File: config.mk
export PLATFORM = sky130hd
export DESIGN_NAME = cdb_arbiter_flat
export DESIGN_NICKNAME = d
export VERILOG_FILES = /design/src/rtl/cdb_arbiter_if.sv /design/src/rtl/cdb_arbiter.sv /design/src/flat_wrapper.sv
export SDC_FILE = /design/constraint.sdc
export NUM_CORES = 1
export LEC_CHECK = 0
export BUFFER_PORTS_ARGS = -buffer_cell sky130_fd_sc_hd__buf_2
export CAP_MARGIN = 5
export CORE_AREA = 2 2 92 94
export DETAILED_ROUTE_END_ITERATION = 8
export DIE_AREA = 0 0 94 96
export GPL_TIMING_DRIVEN = 0
export PLACE_DENSITY = 0.73
export SYNTH_ARGS = -nofsm -noshare
export SYNTH_HDL_FRONTEND = slang
export SYNTH_SLANG_ARGS = --single-unit
File: constraint.sdc
create_clock -name clk -period 4.2 [get_ports clk]
set_input_delay 0.21 -clock clk [delete_from_list [all_inputs] [get_ports clk]]
set_output_delay 0.21 -clock clk [all_outputs]
set_load 0.01 [all_outputs]
File: src/rtl/cdb_arbiter_if.sv
// Bundle of the CDB arbiter's request and broadcast signals.
// Latency: none; this is wiring only.
// Backpressure: a requester holds its fields while req_valid is high and req_ready is low.
//
// Modports:
//   master : execution-unit side. Drives flush, req_valid and the req_* fields.
//            Sees req_ready, cdb_* and grant_cnt.
//   slave  : arbiter side. The signal directions are the reverse of master.
interface cdb_arbiter_if #(
  parameter int N_REQ  = 4,
  parameter int DATA_W = 32,
  parameter int TAG_W  = 6
);
  logic                      flush;
  logic [N_REQ-1:0]          req_valid;
  logic [N_REQ*DATA_W-1:0]   req_data;
  logic [N_REQ*TAG_W-1:0]    req_tag;
  logic [N_REQ-1:0]          req_branch;
  logic [N_REQ-1:0]          req_branch_taken;
  logic [N_REQ-1:0]          req_store_pc;
  logic [N_REQ-1:0]          req_jalr;
  logic [N_REQ-1:0]          req_ready;
  logic [DATA_W-1:0]         cdb_data;
  logic [TAG_W-1:0]          cdb_tag;
  logic                      cdb_valid;
  logic                      cdb_branch;
  logic                      cdb_branch_taken;
  logic                      cdb_store_pc;
  logic                      cdb_jalr;
  logic [15:0]               grant_cnt;

  modport master (
    output flush, req_valid, req_data, req_tag, req_branch, req_branch_taken,
           req_store_pc, req_jalr,
    input  req_ready, cdb_data, cdb_tag, cdb_valid, cdb_branch, cdb_branch_taken,
           cdb_store_pc, cdb_jalr, grant_cnt
  );

  modport slave (
    input  flush, req_valid, req_data, req_tag, req_branch, req_branch_taken,
           req_store_pc, req_jalr,
    output req_ready, cdb_data, cdb_tag, cdb_valid, cdb_branch, cdb_branch_taken,
           cdb_store_pc, cdb_jalr, grant_cnt
  );
endinterface

File: src/rtl/cdb_arbiter.sv
// Common data bus arbiter. It picks one finished execution-unit result per cycle and broadcasts it.
// Latency: the grant (req_ready) is combinational. The broadcast is registered onto cdb_* one edge later.
// Backpressure: losing requesters see req_ready=0, hold their result and retry. Flush blocks every grant.
//
// Ports:
//   clk  : rising-edge clock.
//   rst  : asynchronous, active-high reset.
//   bus  : slave modport of cdb_arbiter_if. It carries the request fields, the one-hot
//          req_ready grant, the registered cdb_* broadcast and grant_cnt.
//
// Build option CDB_ARB_RR_EN:
//   When defined, the arbiter uses round-robin from a pointer. The pointer holds the index after the last winner.
//   When undefined, the arbiter uses fixed priority: index 0 (ALU) wins.
module cdb_arbiter #(
  parameter int N_REQ  = 4,
  parameter int DATA_W = 32,
  parameter int TAG_W  = 6
) (
  input  logic            clk,
  input  logic            rst,
  cdb_arbiter_if.slave    bus
);

  logic [N_REQ-1:0]  gnt;
  logic              any_gnt;
  logic [DATA_W-1:0] sel_data;
  logic [TAG_W-1:0]  sel_tag;
  logic              sel_branch;
  logic              sel_taken;
  logic              sel_store_pc;
  logic              sel_jalr;

  logic              cdb_valid_q,  cdb_valid_d;
  logic [DATA_W-1:0] cdb_data_q,   cdb_data_d;
  logic [TAG_W-1:0]  cdb_tag_q,    cdb_tag_d;
  logic              cdb_branch_q, cdb_branch_d;
  logic              cdb_taken_q,  cdb_taken_d;
  logic              cdb_spc_q,    cdb_spc_d;
  logic              cdb_jalr_q,   cdb_jalr_d;
  logic [15:0]       grant_cnt_q,  grant_cnt_d;

`ifdef CDB_ARB_RR_EN
  localparam int PTR_W = (N_REQ > 1) ? $clog2(N_REQ) : 1;
  logic [PTR_W-1:0]  rr_ptr_q, rr_ptr_d;
  logic [PTR_W-1:0]  win_idx;
  logic [PTR_W-1:0]  scan_idx;
`endif

  // Grant selection. Reset and flush both hold req_ready low, so no
  // requester can believe it handed off a result that will never be broadcast.
  always_comb begin
    gnt     = '0;
    any_gnt = 1'b0;
`ifdef CDB_ARB_RR_EN
    win_idx  = '0;
    scan_idx = '0;
    if (!rst && !bus.flush) begin
      for (int k = 0; k < N_REQ; k++) begin
        scan_idx = PTR_W'((int'(rr_ptr_q) + k) % N_REQ);
        if (!any_gnt && bus.req_valid[scan_idx]) begin
          gnt[scan_idx] = 1'b1;
          any_gnt       = 1'b1;
          win_idx       = scan_idx;
        end
      end
    end
`else
    if (!rst && !bus.flush) begin
      for (int i = 0; i < N_REQ; i++) begin
        if (!any_gnt && bus.req_valid[i]) begin
          gnt[i]  = 1'b1;
          any_gnt = 1'b1;
        end
      end
    end
`endif
  end

  // One-hot mux of the winning requester's fields.
  always_comb begin
    sel_data     = '0;
    sel_tag      = '0;
    sel_branch   = 1'b0;
    sel_taken    = 1'b0;
    sel_store_pc = 1'b0;
    sel_jalr     = 1'b0;
    for (int i = 0; i < N_REQ; i++) begin
      if (gnt[i]) begin
        sel_data     = bus.req_data[i*DATA_W +: DATA_W];
        sel_tag      = bus.req_tag[i*TAG_W +: TAG_W];
        sel_branch   = bus.req_branch[i];
        sel_taken    = bus.req_branch_taken[i];
        sel_store_pc = bus.req_store_pc[i];
        sel_jalr     = bus.req_jalr[i];
      end
    end
  end

  // Broadcast register next state. Payload fields hold through idle cycles.
  // Only cdb_valid drops.
  always_comb begin
    cdb_valid_d  = any_gnt;
    cdb_data_d   = cdb_data_q;
    cdb_tag_d    = cdb_tag_q;
    cdb_branch_d = cdb_branch_q;
    cdb_taken_d  = cdb_taken_q;
    cdb_spc_d    = cdb_spc_q;
    cdb_jalr_d   = cdb_jalr_q;
    grant_cnt_d  = grant_cnt_q;
    if (any_gnt) begin
      cdb_data_d   = sel_data;
      cdb_tag_d    = sel_tag;
      cdb_branch_d = sel_branch;
      cdb_taken_d  = sel_taken;
      cdb_spc_d    = sel_store_pc;
      cdb_jalr_d   = sel_jalr;
      grant_cnt_d  = grant_cnt_q + 16'd1;   // wraps 16'hFFFF -> 0
    end
  end

`ifdef CDB_ARB_RR_EN
  // The pointer moves past the winner only on a granted cycle.
  always_comb begin
    rr_ptr_d = rr_ptr_q;
    if (any_gnt) begin
      if (win_idx == PTR_W'(N_REQ - 1)) rr_ptr_d = '0;
      else                              rr_ptr_d = win_idx + 1'b1;
    end
  end

  always_ff @(posedge clk or posedge rst) begin
    if (rst) rr_ptr_q <= '0;
    else     rr_ptr_q <= rr_ptr_d;
  end
`endif

  always_ff @(posedge clk or posedge rst) begin
    if (rst) begin
      cdb_valid_q  <= 1'b0;
      cdb_data_q   <= '0;
      cdb_tag_q    <= '0;
      cdb_branch_q <= 1'b0;
      cdb_taken_q  <= 1'b0;
      cdb_spc_q    <= 1'b0;
      cdb_jalr_q   <= 1'b0;
      grant_cnt_q  <= '0;
    end else begin
      cdb_valid_q  <= cdb_valid_d;
      cdb_data_q   <= cdb_data_d;
      cdb_tag_q    <= cdb_tag_d;
      cdb_branch_q <= cdb_branch_d;
      cdb_taken_q  <= cdb_taken_d;
      cdb_spc_q    <= cdb_spc_d;
      cdb_jalr_q   <= cdb_jalr_d;
      grant_cnt_q  <= grant_cnt_d;
    end
  end

  assign bus.req_ready        = gnt;
  assign bus.cdb_valid        = cdb_valid_q;
  assign bus.cdb_data         = cdb_data_q;
  assign bus.cdb_tag          = cdb_tag_q;
  assign bus.cdb_branch       = cdb_branch_q;
  assign bus.cdb_branch_taken = cdb_taken_q;
  assign bus.cdb_store_pc     = cdb_spc_q;
  assign bus.cdb_jalr         = cdb_jalr_q;
  assign bus.grant_cnt        = grant_cnt_q;

endmodule

File: src/flat_wrapper.sv
// flat-port wrapper written by rule: the top's interface ports become plain ports
module cdb_arbiter_flat 
#(
  parameter int N_REQ  = 4,
  parameter int DATA_W = 32,
  parameter int TAG_W  = 6
)
  (clk, rst, bus_flush, bus_req_valid, bus_req_data, bus_req_tag, bus_req_branch, bus_req_branch_taken, bus_req_store_pc, bus_req_jalr, bus_req_ready, bus_cdb_data, bus_cdb_tag, bus_cdb_valid, bus_cdb_branch, bus_cdb_branch_taken, bus_cdb_store_pc, bus_cdb_jalr, bus_grant_cnt);
  cdb_arbiter_if #(.N_REQ(N_REQ), .DATA_W(DATA_W), .TAG_W(TAG_W)) bus_i ();
  input  logic clk;
  input  logic rst;
  input wire logic [$bits(bus_i.flush)-1:0] bus_flush;
  input wire logic [$bits(bus_i.req_valid)-1:0] bus_req_valid;
  input wire logic [$bits(bus_i.req_data)-1:0] bus_req_data;
  input wire logic [$bits(bus_i.req_tag)-1:0] bus_req_tag;
  input wire logic [$bits(bus_i.req_branch)-1:0] bus_req_branch;
  input wire logic [$bits(bus_i.req_branch_taken)-1:0] bus_req_branch_taken;
  input wire logic [$bits(bus_i.req_store_pc)-1:0] bus_req_store_pc;
  input wire logic [$bits(bus_i.req_jalr)-1:0] bus_req_jalr;
  output wire logic [$bits(bus_i.req_ready)-1:0] bus_req_ready;
  output wire logic [$bits(bus_i.cdb_data)-1:0] bus_cdb_data;
  output wire logic [$bits(bus_i.cdb_tag)-1:0] bus_cdb_tag;
  output wire logic [$bits(bus_i.cdb_valid)-1:0] bus_cdb_valid;
  output wire logic [$bits(bus_i.cdb_branch)-1:0] bus_cdb_branch;
  output wire logic [$bits(bus_i.cdb_branch_taken)-1:0] bus_cdb_branch_taken;
  output wire logic [$bits(bus_i.cdb_store_pc)-1:0] bus_cdb_store_pc;
  output wire logic [$bits(bus_i.cdb_jalr)-1:0] bus_cdb_jalr;
  output wire logic [$bits(bus_i.grant_cnt)-1:0] bus_grant_cnt;
  assign bus_i.flush = bus_flush;
  assign bus_i.req_valid = bus_req_valid;
  assign bus_i.req_data = bus_req_data;
  assign bus_i.req_tag = bus_req_tag;
  assign bus_i.req_branch = bus_req_branch;
  assign bus_i.req_branch_taken = bus_req_branch_taken;
  assign bus_i.req_store_pc = bus_req_store_pc;
  assign bus_i.req_jalr = bus_req_jalr;
  assign bus_req_ready = bus_i.req_ready;
  assign bus_cdb_data = bus_i.cdb_data;
  assign bus_cdb_tag = bus_i.cdb_tag;
  assign bus_cdb_valid = bus_i.cdb_valid;
  assign bus_cdb_branch = bus_i.cdb_branch;
  assign bus_cdb_branch_taken = bus_i.cdb_branch_taken;
  assign bus_cdb_store_pc = bus_i.cdb_store_pc;
  assign bus_cdb_jalr = bus_i.cdb_jalr;
  assign bus_grant_cnt = bus_i.grant_cnt;
  cdb_arbiter #(.N_REQ(N_REQ), .DATA_W(DATA_W), .TAG_W(TAG_W)) u_core (.clk(clk), .rst(rst), .bus(bus_i));
endmodule
### Word level (Yosys, flattened, before mapping)

Cells that the tools add are included.

| word-level totals | value |
|---|---|
| flip-flop bits (word level) | 59 |
| bits of input ports | 175 |
| output and inout port bits | 63 |
| word-level logic and storage cells | 54 |

| operators by class | value |
|---|---|
| add/subtract/negate cells | 1 |
| muxes and demuxes | 36 |
| reductions and logical operators | 9 |

Operators with widths:

| kind | count |
|---|---|
| 2-to-1 mux 32 bit | 4 |
| 2-to-1 mux 1 bit | 27 |
| 2-to-1 mux 6 bit | 4 |
| adder 16 x 1 -> 16 bit, second input constant | 1 |
| logical NOT 1 bit | 5 |
| logical AND 1 bit | 4 |
| 2-to-1 mux 4 bit | 1 |

### Depth between registers and ports, before layout

| logic depth | value |
|---|---|
| word-level depth | 19 |
| depth in mapped cells | 7 |
| depth with buffers taken out | 5 |

### Worst setup path before layout

No wires, ideal clock.

| path | value |
|---|---|
| path type | register to register |
| start | register u_core.grant_cnt_q[0] (netlist: u_core.bus.grant_cnt[0]) |
| end | register u_core.grant_cnt_q[12] (netlist: u_core.bus.grant_cnt[12]) |
| setup time | 79 ps |
| data arrival time | 1380 ps |
| data required time | 4121 ps |
| setup slack | 2741 ps |
| cell stages (with the launch flop) | 6 |
| path buffers | 0 |
| clock period less this slack | 1459 ps |
| path through | dfrtp_1 -> ha_1 -> nor3b_1 -> nand4_1 -> nor2_1 -> xor2_1 |

| between the ends | value |
|---|---|
| cells in the longest elaborated chain, start to end | 1 |

RTL lines:

| item | line | text |
|---|---|---|
| start: declaration | cdb_arbiter.sv:40 | `logic [15:0] grant_cnt_q, grant_cnt_d;` |
| start signal: assignment | cdb_arbiter.sv:155 | `grant_cnt_q <= grant_cnt_d;` |
| adder 16 x 1 -> 16 bit | cdb_arbiter.sv:117 | `grant_cnt_d = grant_cnt_q + 16'd1;` |

No other way between the ends.
A chain may end at the register's enable or synchronous reset.

### Final worst setup path

| path | value |
|---|---|
| start | input port rst |
| end | output port bus_req_ready[3] |

| between the ends | value |
|---|---|
| cells in the longest elaborated chain, start to end | 3 |

RTL lines:

| item | line | text |
|---|---|---|
| start: declaration | flat_wrapper.sv:11 | `input logic rst;` |
| logical NOT 1 bit (no source line) | -- |  |
| logical AND 1 bit | cdb_arbiter.sv:68 | `if (!rst && !bus.flush) begin` |
| 2-to-1 mux 4 bit | cdb_arbiter.sv:68 |  |
| end: declaration | flat_wrapper.sv:20 | `output wire logic [$bits(bus_i.req_ready)-1:0] bus_req_ready;` |

No other way between the ends.

==> results.txt <==
The flow ran to the end, and the final reports show no timing, DRC or antenna violations. The last weighted congestion value of the routability-driven placer came out at 0.824. The overall global routing resource usage came out at 24.1%. Setup repair after global routing left no endpoint under its margin. The path class of the tightest hold or removal check is in -> reg. The proportion of layout cells with a drive suffix above 1 is 51.4%.

TritonCTS created 9 clock buffers. The number of cells on the worst reg-to-reg path is 5. The setup TNS is 0 ns. The power per cell area came out at 364 nW/µm².

After routing the design area is 4550 µm². The post-CTS repair timing setup buffer count came out at 0. The clock-pin slew reported for the worst setup and hold paths after clock tree synthesis is 0.07 ns. The flip-flop and latch count after synthesis is 59.

The most critical setup path has its startpoint at rst. The startpoint identified for the worst register-to-register timing path is u_core.bus.grant_cnt[0]. The clock insertion delay at the later pin of the skew report is 0.33 ns. The wire length of the first global-routing pass is 16800 µm. Static timing analysis puts the maximum clock frequency at 425 MHz. The x dimension of the die is 94 µm. The critical path's most frequent cell is sky130_fd_sc_hd__buf_2. The initial antenna violation count is 0. The period utilization is 56.1%. The most common cell after layout, fill and taps aside is sky130_fd_sc_hd__buf_2. The number of warnings issued by yosys came out at 0.

The async set-reset flop share out of synthesis is 100%. The number of instances resized during post-cts repair is 0. STA classifies the critical path endpoint as a primary output.

Wire segments on met3 add up to 807 µm in the final route. The maximum fanout along the worst path came out at 10. The worst path required time is 3.99 ns. The pin count of the biggest net entering global routing came out at 38. The actual slew at the worst max-slew pin came out at 0.772 ns. The setup slack of the most critical reg-to-reg path is 2.44 ns.

The post-synthesis instance area is 3010 µm². In this run the critical register-to-register path is captured at u_core.bus.grant_cnt[8]. The via count normalized by instance count is 5.47.

IR analysis of the VDD net gives a maximum drop of 0.000145 V. The number of hold violations in the final report is 0. The number of inserted filler cells in the final layout came out at 757. The signed area change from the synthesized netlist to the final layout came out at 51.2%.

The number of sinks handled by clock tree synthesis is 59. Dividing the detail-routed wire length by the instance count gives 17.1 µm. TritonCTS built the clock tree.

Averaged over all synthesized cells, the footprint is 10.6 µm². The post-synthesis sequential area ratio is 49.0%. The die extent in y came out at 96 µm. The cell sitting at the root of the clock tree is a sky130_fd_sc_hd__clkbuf_8. The via count of the first global-routing pass was 3472. The predominant post-synthesis flop cell is sky130_fd_sc_hd__dfrtp_1. The total vias in the final route came out at 3525.

Setup violations remaining at the end of the flow were counted as 0. The number of antenna diodes in the final layout is 0. The kind of critical path is in -> out.

The final worst hold slack came out at 0.103 ns. The initial utilization of the core area, before any placement, comes to 37.4%. The clock tree skew after final layout is 0.00643 ns. After global routing the overflow that remains totals 0. The layout net count came out at 711.

The number of stages on the worst hold path came out at 3. The cell with the biggest individual delay on the critical path is sky130_fd_sc_hd__dlygate4sd3_1. The worst max-slew margin expressed relative to the limit came out at 48.6%. The critical path data arrival time came out at 2.14 ns. The deepest level of the CTS H-tree is 3.

Row generation in the floorplan step produced 33 rows. The highest cell delay on the worst timing path came out at 0.53 ns. The library cells used most frequently in the layout, excluding fill and tap cells, are sky130_fd_sc_hd__buf_2 (245), sky130_fd_sc_hd__dfrtp_1 (59), sky130_fd_sc_hd__a222oi_1 (30), sky130_fd_sc_hd__a22oi_1 (30), sky130_fd_sc_hd__o21ai_0 (30). The routed length on met2 is 5610 µm. The count of different cell masters after synthesis is 32. The post-route minimum period came out at 2.35 ns.

The most critical setup path has its endpoint at bus_req_ready[3]. The floorplan step defined a die boundary enclosing 9020 µm². The number of nets handed over by synthesis was 461. The number of buffers added to fix hold violations after cts came out at 1.

The number of pins with negative max-slew slack in the final report came out at 0. The signal on the critical path passes through dlygate4sd3_1 > buf_2 > nor2_1 > nand3_1 > inv_1 > buf_2 > buf_2. The instance area after placement is 4350 µm². The remaining antenna violation count came out at 0.

After detailed routing, the wire length on met1 is 4470 µm. The wire length after detailed routing is 11000 µm. The number of buffers on the longest clock path came out at 2.

The number of enable-type register cells in the synthesized netlist is 0. For this run, design rule violations remaining after detail routing come to 0. 238 I/O pins were placed. The first detailed-routing pass ran for 6 iterations. The count of input and output buffers is 237. Cells fill 56.6% of the core in the end. The highest metal layer with signal wires is met4. The placeable core region is 8050 µm².

The max-capacitance violation count is 0. The analysis attributes to cell leakage a power of 2.30 nW. In the synthesized netlist, the number of instances is 285. For this block, the initial DRC count from the detailed router was 275.

STA classifies the critical path startpoint as an input pin. The detailed placer's ending HPWL is 8370 µm.
[through the flow]
step,cells,setup WS (ns),total power [mW]
after floorplan,285,2.53,0.928
after global placement,627,1.71,1.14
after detailed placement,628,2.22,1.16
after CTS,644,1.80,1.68
after global routing,644,1.65,1.75
final,644,1.85,1.66
[critical path, delay by kind of cell]
family        cells  cell delay (ns)
simple gates      2             0.65
buf+inv           5             1.27
[how the worst min path moves through the flow]
stage                            startpoint  slack (ns)                      end
after global placement      bus_req_tag[18]        0.44    u_core.bus.cdb_tag[0]
final                     bus_req_data[102]        0.10   u_core.bus.cdb_data[6]
after detailed placement                rst        0.29  u_core.bus.grant_cnt[4]
after CTS                 bus_req_data[105]        0.09   u_core.bus.cdb_data[9]
after floorplan            bus_req_data[64]        0.35   u_core.bus.cdb_data[0]
after global routing       bus_req_data[75]        0.10  u_core.bus.cdb_data[11]
[cell usage after synthesis (3+ instances only)]
cell                        n  share of area (%)
sky130_fd_sc_hd__a21oi_1   12                2.0
sky130_fd_sc_hd__a221oi_1  12                3.5
sky130_fd_sc_hd__a222oi_1  30                 10
sky130_fd_sc_hd__a22oi_1   30                7.5
sky130_fd_sc_hd__buf_2      8                1.3
sky130_fd_sc_hd__buf_4      3               0.75
sky130_fd_sc_hd__clkbuf_1  13                1.6
sky130_fd_sc_hd__dfrtp_1   59                 49
sky130_fd_sc_hd__inv_1      4               0.50
sky130_fd_sc_hd__nand2_1   18                2.2
sky130_fd_sc_hd__nand3_1    6                1.0
sky130_fd_sc_hd__nand4_1    4               0.83
sky130_fd_sc_hd__nor2_1     8                1.0
sky130_fd_sc_hd__o21ai_0   30                5.0
sky130_fd_sc_hd__o22ai_1    4               0.83
sky130_fd_sc_hd__o22ai_2    8                3.3
sky130_fd_sc_hd__xnor2_1    9                2.6
sky130_fd_sc_hd__xor2_1     6                1.7
[state kept, by name (all words and copies together), names as in the netlist]
| signal | flops |
|---|---|
| u_core.bus.grant_cnt | 16 |
| u_core.bus.cdb_jalr | 1 |
| u_core.bus.cdb_branch_taken | 1 |
| u_core.bus.cdb_store_pc | 1 |
| u_core.bus.cdb_branch | 1 |
| u_core.bus.cdb_valid | 1 |
| u_core.bus.cdb_tag | 6 |
| u_core.bus.cdb_data | 32 |
[final cells by class]
type / count / area [µm²] / share of cell area, %
sequential: 59 / 1480 / 32.4
tap: 105 / 131 / 2.88
buffer: 28 / 141 / 3.10
clock inverter: 2 / 35.0 / 0.769
multi-input combinational: 193 / 1380 / 30.2
timing repair buffer: 239 / 1220 / 26.7
inverter: 5 / 18.8 / 0.412
clock buffer: 13 / 159 / 3.49
[routing by layer]
metal,global-route usage [%],vias to the layer above
li1,-,1646
met1,29.6,1701
met2,42.3,166
met3,4.78,12
met4,8.57,0
met5,0,-
[power by group]
group / switching, mW / internal [mW] / leakage [nW]
Clock: 0.212 / 0.303 / 0.0995
Combinational: 0.206 / 0.214 / 1.46
Sequential: 0.0667 / 0.656 / 0.742
[logic make-up (layout without fill, tap and decap cells)]
group,Yosys count,count (layout),share of synthesized area [%]
AOI/OAI and AO/OA,126,126,32.1
DFF,59,59,49.0
and+or+nand+nor,51,51,8.85
buffers and inverters,33,287,5.32
xor gates and xnor gates,15,15,4.36
adders and majority gates,1,1,0.415
(Power assumes the default switching activity.)
